[config.mk]
export PLATFORM = sky130hd
export DESIGN_NAME = move_list_reader_flat
export DESIGN_NICKNAME = d
export VERILOG_FILES = /design/src/rtl/move_list_reader_if.sv /design/src/rtl/move_list_reader.sv /design/src/flat_wrapper.sv
export SDC_FILE = /design/constraint.sdc
export NUM_CORES = 1
export LEC_CHECK = 0
export CAP_MARGIN = 10
export CORE_AREA = 2 2 216 218
export CTS_CLUSTER_DIAMETER = 80
export DETAILED_ROUTE_END_ITERATION = 6
export DIE_AREA = 0 0 218 220
export HOLD_SLACK_MARGIN = 0.03
export RECOVER_POWER = 25
export SYNTH_ARGS = -nofsm -noshare
export SYNTH_HDL_FRONTEND = slang
export SYNTH_SLANG_ARGS = --single-unit
[constraint.sdc]
create_clock -name clk -period 2.2 [get_ports clk]
set_input_delay 0.55 -clock clk [delete_from_list [all_inputs] [get_ports clk]]
set_output_delay 0.55 -clock clk [all_outputs]
set_load 0.005 [all_outputs]
[src/rtl/move_list_reader_if.sv]
// Child-position stream from the move list reader to the downstream evaluator/search.
interface move_list_reader_if #(
    parameter int BOARD_WIDTH = 256,
    parameter int IDX_W       = 6
);
    logic                   out_valid;
    logic                   out_ready;
    logic [BOARD_WIDTH-1:0] out_board;
    logic                   out_white_to_move;
    logic [3:0]             out_castle_mask;
    logic [3:0]             out_en_passant_col;
    logic [IDX_W-1:0]       out_index;
    logic                   out_last;

    modport master (
        output out_valid, out_board, out_white_to_move, out_castle_mask,
               out_en_passant_col, out_index, out_last,
        input  out_ready
    );

    modport slave (
        input  out_valid, out_board, out_white_to_move, out_castle_mask,
               out_en_passant_col, out_index, out_last,
        output out_ready
    );
endinterface

[src/rtl/move_list_reader.sv]
// Walks the move generator's position RAM (1-cycle registered read) and streams each
// child position out on a valid/ready interface, releasing the list when finished.
`ifndef PIECE_BITS
`define PIECE_BITS 4
`endif
`ifndef MAX_POSITIONS
`define MAX_POSITIONS 64
`endif

module move_list_reader #(
    parameter int PIECE_WIDTH        = `PIECE_BITS,
    parameter int BOARD_WIDTH        = PIECE_WIDTH * 64,
    parameter int MAX_POSITIONS      = `MAX_POSITIONS,
    parameter int MAX_POSITIONS_LOG2 = $clog2(MAX_POSITIONS)
) (
    input  logic                          clk,
    input  logic                          reset,
    input  logic                          start,
    input  logic                          abort,
    input  logic                          moves_ready,
    input  logic [MAX_POSITIONS_LOG2-1:0] move_count,
    output logic [MAX_POSITIONS_LOG2-1:0] move_index,
    output logic                          clear_moves,
    input  logic [BOARD_WIDTH-1:0]        board_in,
    input  logic                          white_to_move_in,
    input  logic [3:0]                    castle_mask_in,
    input  logic [3:0]                    en_passant_col_in,
    output logic                          busy,
    output logic                          done,
    move_list_reader_if.master            out_s
);
    localparam logic [2:0] IDLE       = 3'd0;
    localparam logic [2:0] WAIT_READY = 3'd1;
    localparam logic [2:0] READ       = 3'd2;
    localparam logic [2:0] CAPTURE    = 3'd3;
    localparam logic [2:0] PRESENT    = 3'd4;
    localparam logic [2:0] CLEAR      = 3'd5;
    localparam logic [2:0] FLUSH      = 3'd6;

    localparam logic [MAX_POSITIONS_LOG2-1:0] IDX_ZERO = '0;
    localparam logic [MAX_POSITIONS_LOG2-1:0] IDX_ONE  = {{(MAX_POSITIONS_LOG2-1){1'b0}}, 1'b1};

    logic [2:0]                    state;
    logic                          flush_cnt;
    logic [MAX_POSITIONS_LOG2-1:0] cnt_r;

    logic                          out_valid_r;
    logic [BOARD_WIDTH-1:0]        out_board_r;
    logic                          out_wtm_r;
    logic [3:0]                    out_castle_r;
    logic [3:0]                    out_ep_r;
    logic [MAX_POSITIONS_LOG2-1:0] out_index_r;
    logic                          out_last_r;

    always_ff @(posedge clk) begin
        if (reset) begin
            state        <= IDLE;
            flush_cnt    <= 1'b0;
            cnt_r        <= IDX_ZERO;
            move_index   <= IDX_ZERO;
            out_valid_r  <= 1'b0;
            out_board_r  <= '0;
            out_wtm_r    <= 1'b0;
            out_castle_r <= 4'd0;
            out_ep_r     <= 4'd0;
            out_index_r  <= IDX_ZERO;
            out_last_r   <= 1'b0;
        end else begin
            case (state)
                IDLE: begin
                    if (start)
                        state <= WAIT_READY;
                end
                WAIT_READY: begin
                    if (abort) begin
                        state <= CLEAR;
                    end else if (moves_ready) begin
                        cnt_r <= move_count;
                        if (move_count == IDX_ZERO) begin
                            state <= CLEAR;
                        end else begin
                            move_index <= IDX_ZERO;
                            state      <= READ;
                        end
                    end
                end
                // Address was registered by the generator last edge; data lands next cycle.
                READ: begin
                    state <= abort ? CLEAR : CAPTURE;
                end
                CAPTURE: begin
                    if (abort) begin
                        state <= CLEAR;
                    end else begin
                        out_board_r  <= board_in;
                        out_wtm_r    <= white_to_move_in;
                        out_castle_r <= castle_mask_in;
                        out_ep_r     <= en_passant_col_in;
                        out_index_r  <= move_index;
                        out_last_r   <= (move_index == cnt_r - IDX_ONE);
                        out_valid_r  <= 1'b1;
                        state        <= PRESENT;
                    end
                end
                // Abort wins over a same-cycle handshake: that transfer never happened.
                PRESENT: begin
                    if (abort) begin
                        out_valid_r <= 1'b0;
                        state       <= CLEAR;
                    end else if (out_s.out_ready) begin
                        out_valid_r <= 1'b0;
                        if (out_last_r) begin
                            state <= CLEAR;
                        end else begin
                            move_index <= move_index + IDX_ONE;
                            state      <= READ;
                        end
                    end
                end
                CLEAR: begin
                    flush_cnt <= 1'b0;
                    state     <= FLUSH;
                end
                // Give the generator time to drop its stale moves_ready.
                FLUSH: begin
                    flush_cnt <= 1'b1;
                    if (flush_cnt)
                        state <= IDLE;
                end
                default: state <= IDLE;
            endcase
        end
    end

    assign clear_moves = (state == CLEAR);
    assign done        = (state == CLEAR);
    assign busy        = (state != IDLE);

    assign out_s.out_valid          = out_valid_r;
    assign out_s.out_board          = out_board_r;
    assign out_s.out_white_to_move  = out_wtm_r;
    assign out_s.out_castle_mask    = out_castle_r;
    assign out_s.out_en_passant_col = out_ep_r;
    assign out_s.out_index          = out_index_r;
    assign out_s.out_last           = out_last_r;
endmodule

[src/flat_wrapper.sv]
// flat-port wrapper written by rule: the top's interface ports become plain ports
module move_list_reader_flat 
#(
    parameter int PIECE_WIDTH        = `PIECE_BITS,
    parameter int BOARD_WIDTH        = PIECE_WIDTH * 64,
    parameter int MAX_POSITIONS      = `MAX_POSITIONS,
    parameter int MAX_POSITIONS_LOG2 = $clog2(MAX_POSITIONS)
)
  (clk, reset, start, abort, moves_ready, move_count, move_index, clear_moves, board_in, white_to_move_in, castle_mask_in, en_passant_col_in, busy, done, out_s_out_valid, out_s_out_board, out_s_out_white_to_move, out_s_out_castle_mask, out_s_out_en_passant_col, out_s_out_index, out_s_out_last, out_s_out_ready);
  move_list_reader_if #(.BOARD_WIDTH(BOARD_WIDTH), .IDX_W(($clog2((64))))) out_s_i ();
  input  logic clk;
  input  logic reset;
  input  logic start;
  input  logic abort;
  input  logic moves_ready;
  input  logic [MAX_POSITIONS_LOG2-1:0] move_count;
  output logic [MAX_POSITIONS_LOG2-1:0] move_index;
  output logic clear_moves;
  input  logic [BOARD_WIDTH-1:0] board_in;
  input  logic white_to_move_in;
  input  logic [3:0] castle_mask_in;
  input  logic [3:0] en_passant_col_in;
  output logic busy;
  output logic done;
  output wire logic [$bits(out_s_i.out_valid)-1:0] out_s_out_valid;
  output wire logic [$bits(out_s_i.out_board)-1:0] out_s_out_board;
  output wire logic [$bits(out_s_i.out_white_to_move)-1:0] out_s_out_white_to_move;
  output wire logic [$bits(out_s_i.out_castle_mask)-1:0] out_s_out_castle_mask;
  output wire logic [$bits(out_s_i.out_en_passant_col)-1:0] out_s_out_en_passant_col;
  output wire logic [$bits(out_s_i.out_index)-1:0] out_s_out_index;
  output wire logic [$bits(out_s_i.out_last)-1:0] out_s_out_last;
  input wire logic [$bits(out_s_i.out_ready)-1:0] out_s_out_ready;
  assign out_s_out_valid = out_s_i.out_valid;
  assign out_s_out_board = out_s_i.out_board;
  assign out_s_out_white_to_move = out_s_i.out_white_to_move;
  assign out_s_out_castle_mask = out_s_i.out_castle_mask;
  assign out_s_out_en_passant_col = out_s_i.out_en_passant_col;
  assign out_s_out_index = out_s_i.out_index;
  assign out_s_out_last = out_s_i.out_last;
  assign out_s_i.out_ready = out_s_out_ready;
  move_list_reader #(.PIECE_WIDTH(PIECE_WIDTH), .BOARD_WIDTH(BOARD_WIDTH), .MAX_POSITIONS(MAX_POSITIONS), .MAX_POSITIONS_LOG2(MAX_POSITIONS_LOG2)) u_core (.clk(clk), .reset(reset), .start(start), .abort(abort), .moves_ready(moves_ready), .move_count(move_count), .move_index(move_index), .clear_moves(clear_moves), .board_in(board_in), .white_to_move_in(white_to_move_in), .castle_mask_in(castle_mask_in), .en_passant_col_in(en_passant_col_in), .busy(busy), .done(done), .out_s(out_s_i));
endmodule
# == Word-level counts from Yosys, hierarchy flattened ==
# Cells that the tools add are included.
# classes
n_addsub,2
n_eq_ne,18
n_mux,23
bitwise,1
reduce_logical,11
# ops
op,n
6-bit 2-to-1 mux,6
3-bit 2-to-1 mux,9
3-bit one-hot mux with 7 select lines,1
2-bit != test (second input constant),8
6-bit one-hot mux with 2 select lines,1
3-bit equality test (second input constant),3
7-bit AND reduction,1
6-bit by 1-bit adder with 6-bit output (second input constant),1
3-bit by 2-bit equality test with 1-bit output (second input constant),2
6-bit equality test,1
6-bit logical NOT,1
3-bit != test (second input constant),2
3-bit AND reduction,2
2-bit nonzero test,3
6-bit by 1-bit subtractor with 6-bit output (second input constant),1
1-bit 2-to-1 mux,4
1-bit one-hot mux with 2 select lines,2
4-bit AND reduction,1
3-bit by 1-bit equality test with 1-bit output (second input constant),1
3-bit logical NOT,1
3-bit nonzero test,1
2-bit by 1-bit != test with 1-bit output (second input constant),1
2-bit AND reduction,1
1-bit inverter,1
# totals
regBits,289
inputBits,277
output_inout_bits,282
elab_cells,66

# == Logic depth before layout (Yosys ltp) ==
# Gate-level depths: netlist of run 1.
# depth
word_depth,5
ltp_mapped,7
depth_no_buf,7

# == Worst setup path before layout of run 1 ==
# OpenSTA, ideal clock, no wires.
# synth_timing
path_kind,input port to flip-flop
from,in move_count[5]
to,reg u_core.move_index[3]
setup_ps,117
arrival_ps,1691
required_ps,2083
setup_slack_ps,393
stages,5
cell_sequence,or4_4 -> o311ai_4 -> a21oi_1 -> xnor2_1 -> nor2_1
# synth_via
elab_chain_cells,3
# synth_rtl
element,line,rtl
start: declaration,flat_wrapper.sv:16,input logic [MAX_POSITIONS_LOG2-1:0] move_count;
6-bit logical NOT,move_list_reader.sv:79,if (move_count == IDX_ZERO) begin
2-bit != test (no source line),n/a,
7-bit AND reduction (no source line),n/a,
end signal: assignment,move_list_reader.sv:115,move_index <= move_index + IDX_ONE;
end: declaration,move_list_reader.sv:22,"output logic [MAX_POSITIONS_LOG2-1:0] move_index,"
# No other way between the ends.
# A chain may end at the register's enable or synchronous reset.

# == Worst setup path in the final report of run 1 ==
# layout_timing
from,"reg u_core.out_last_r, in the netlist u_core.out_s.out_last"
to,out out_s_out_last
# layout_rtl
element,line,rtl
start: declaration,move_list_reader.sv:53,logic out_last_r;
start signal: assignment,move_list_reader.sv:100,out_last_r <= (move_index == cnt_r - IDX_ONE);
end: declaration,flat_wrapper.sv:31,output wire logic [$bits(out_s_i.out_last)-1:0] out_s_out_last;
# No word-level cell between the ends.

==> results.cfg, run 1 <==
[run_status]
status = finished clean

[power_and_ir_drop]
switchingPower_mw = 2.573
comb_power_share = 0.081
p_sw_frac = 0.2125
seqPwrFrac = 0.439
total_power_mw = 12.11
clkPwrFrac = 0.479
p_per_area_nw_per_um2 = 668.9
leakagePower_nw = 6.124
max-vdd-ir-drop_uv = 535.6
intPower_mw = 9.533

[timing]
setup_viol = 0
max_freq_mhz = 476.7
period_minus_slack_ns = 2.098
rsz0062_at_grt = false
finalHoldViolCount = 0
worstMarginPinSlew_ns = 0.4789
finClkSkew_ns = 0.008956
max_slew_margin = 0.6757
fin_crit_sh = 0.9536
finalSetupTns_ns = 0
finalWorstSetupSlack_ns = 0.1021
drv_slew = 0

[finish]
nets = 2161
final_cell_mix = clkdlybuf4s50_1, nand2_1, dfxtp_1
area_growth_pct = 75.73
multiInputGateArea_um2 = 4085
fillerInstances = 4679
regArea_um2 = 5791
final_common_cell = clkdlybuf4s50_1
n_antenna_cell = 0
layoutNonFillerInstCount = 2512
drive_gt1_frac = 0.06719
postLayoutCellArea_um2 = 18100

[global_route]
grt_pass1_wl_mm = 55.96
grt_pass1_vias = 10270
overflow = 0
track_usage = 0.1468
grt_max_degree = 50
antenna_found_initial = 0

[critical_path]
worstPathMaxFanout = 6
cp.arrival_ns = 1.55
cp-start-kind = flip-flop
cpMaxStageDelayCell = clkdlybuf4s50_1
required_ns = 1.65
path_buf_inv = 1
end_kind = primary output
cp_cell_sequence = clkdlybuf4s50_1
path_class = reg -> out
cp_slowest_stage_delay_ns = 0.60
cp_top_family = buffers and inverters

[die]
io_pins = 559
row_count = 79
fp.dieW_um = 218
dieHeight_um = 220
die-area_um2 = 47960
start_util = 0.2245
fp.coreArea_um2 = 45860

[clocking]
cts.clk_slew.worst_paths_ns = 0.05
clockRootBuffer = clkbuf_16
ctsLongestPathBuffers = 3
clk_latency_ns = 0.52
cts.sinks = 289
cts_tree = built
htreeDepth = 2
ctsHoldBuffers = 0
cts_buffers = 35

[drt]
wl_met3_mm = 3.512
avgRoutedWirePerCell_um = 14.97
drt_iter0_markers = 421
vias = 10770
dr.max_layer_used = met4
avgViaCountPerCell = 4.286
wl_met2_mm = 17.84
wl_mm = 37.61
antenna_left = 0
drc = 0
dr.pass1.iters = 5
wl_met1_mm = 15.16

[logic_synthesis]
syn_nets = 1590
synth-warning-count = 0
avgSynthCellArea_um2 = 7.856
post_synth_instance_area_um2 = 10300
synth-edff-count = 0
synthArstFlopShare = 0
ys.flop_type = dfxtp_1
postSynthCellCount = 1311
seq_area_frac_synth = 0.5618
synth_cell_type_count = 40
ys_ff_latch = 289

[place]
globalplace.congestion = 0.9001
place_hpwl_mm = 27.84
dp_cells = 2451
placement.cell_area_um2 = 17040
preCtsSetupSlack_ns = -0.1558
port_buffers = 558

[hold_path]
hold_class = reg -> reg

[run]
max_cap_violations = 0
-- power groups by stage --
stage	combinational, mW	clock, mW	sequential (mW)
2_1_floorplan	0.250	0	5.43
3_3_place_gp	1.00	0	5.43
3_5_place_dp	1.00	0	5.43
4_1_cts	1.01	6.03	5.32
5_1_grt	1.06	6.23	5.32
6_report	0.986	5.80	5.32
-- registers in the layout, indices dropped and copies added (netlist names), 3 cells and up --
signal / flops
u_core.move_index: 6
u_core.cnt_r: 6
u_core.out_s.out_castle_mask: 4
u_core.out_s.out_en_passant_col: 4
u_core.out_s.out_board: 256
u_core.state: 3
u_core.out_s.out_index: 6
-- cell type report --
class | count | area share
multi-input cells | 921 | 0.2257
clock buffers | 52 | 0.05759
well taps | 607 | 0.04197
clock inverters | 8 | 0.006361
flip-flops and latches | 289 | 0.3200
repair buffers | 632 | 0.3478
inverters | 3 | 0.0006222
-- synth_stat cells (2+ instances only) --
cell type  number  area [µm²]
nand2_1       551        2068
dfxtp_1       289        5786
a21oi_1       281        1406
clkbuf_1       72       270.3
buf_2          20       100.1
nor2_1         17       63.81
xnor2_1        10       87.58
nor3_1          7       35.03
mux2i_1         6       60.06
nand3_1         6       30.03
o21ai_0         5       25.02
buf_1           4       15.01
nand2b_1        4       25.02
nor2b_1         4       25.02
or4_1           4       30.03
buf_4           2       15.01
ha_1            2       25.02
inv_1           2       7.510
nand3b_1        2       15.01
o21ai_1         2       10.01
xor2_1          2       17.52
-- cells by family after synthesis --
family | count (synthesis) | share of synthesized area
AO/OA/AOI/OAI | 297 | 0.1492
multiplexers | 6 | 0.005832
AND/OR/NAND/NOR | 604 | 0.2306
adder cells (fa/ha/maj) | 2 | 0.002429
buffers and inverters | 101 | 0.03997
XOR/XNOR | 12 | 0.01021
flip-flops | 289 | 0.5618
-- layer usage --
| metal | GRT usage | up-vias |
|---|---|---|
| met4 | 0.05737 | 0 |
| met2 | 0.2462 | 389 |
| met5 | 0 | - |
| met3 | 0.05245 | 67 |
| li1 | - | 5381 |
| met1 | 0.1704 | 4930 |
-- path summary, 6_finish.rpt --
path | from | end | depth (start not counted) | slack, ns
min | u_core.out_s.out_board[139] | u_core.out_s.out_board[139] | 2 | 0.45
min reg2reg | u_core.out_s.out_board[139] | u_core.out_s.out_board[139] | 2 | 0.45
max reg2reg | u_core.state[1] | u_core.out_s.out_board[61] | 6 | 0.20
max | u_core.out_s.out_last | out_s_out_last | 1 | 0.10
-- what timing repair did --
action                                  CTS  global route
endpoints found under the setup margin    5             2
cloned                                    0             0
setup buffers                             1             0
hold endpoints to repair                  0             0
gates resized for setup                   8             2
-- through the flow --
step,hold WS [ns],util
final,0.4494,0.3946
after global routing,0.4668,0.3946
after CTS,0.4529,0.3970
after detailed placement,0.4453,0.3715
after global placement,0.4403,0.3715
after floorplan,0.4527,-
Note: power is estimated with default switching activity, not from simulation.
==> inputs of run 2 (changes only) <==
- ABC_CLOCK_PERIOD_IN_PS: default -> 2200
==> results of run 2 <==
The final DEF is identical to that of run 1; final timing and power are the same.
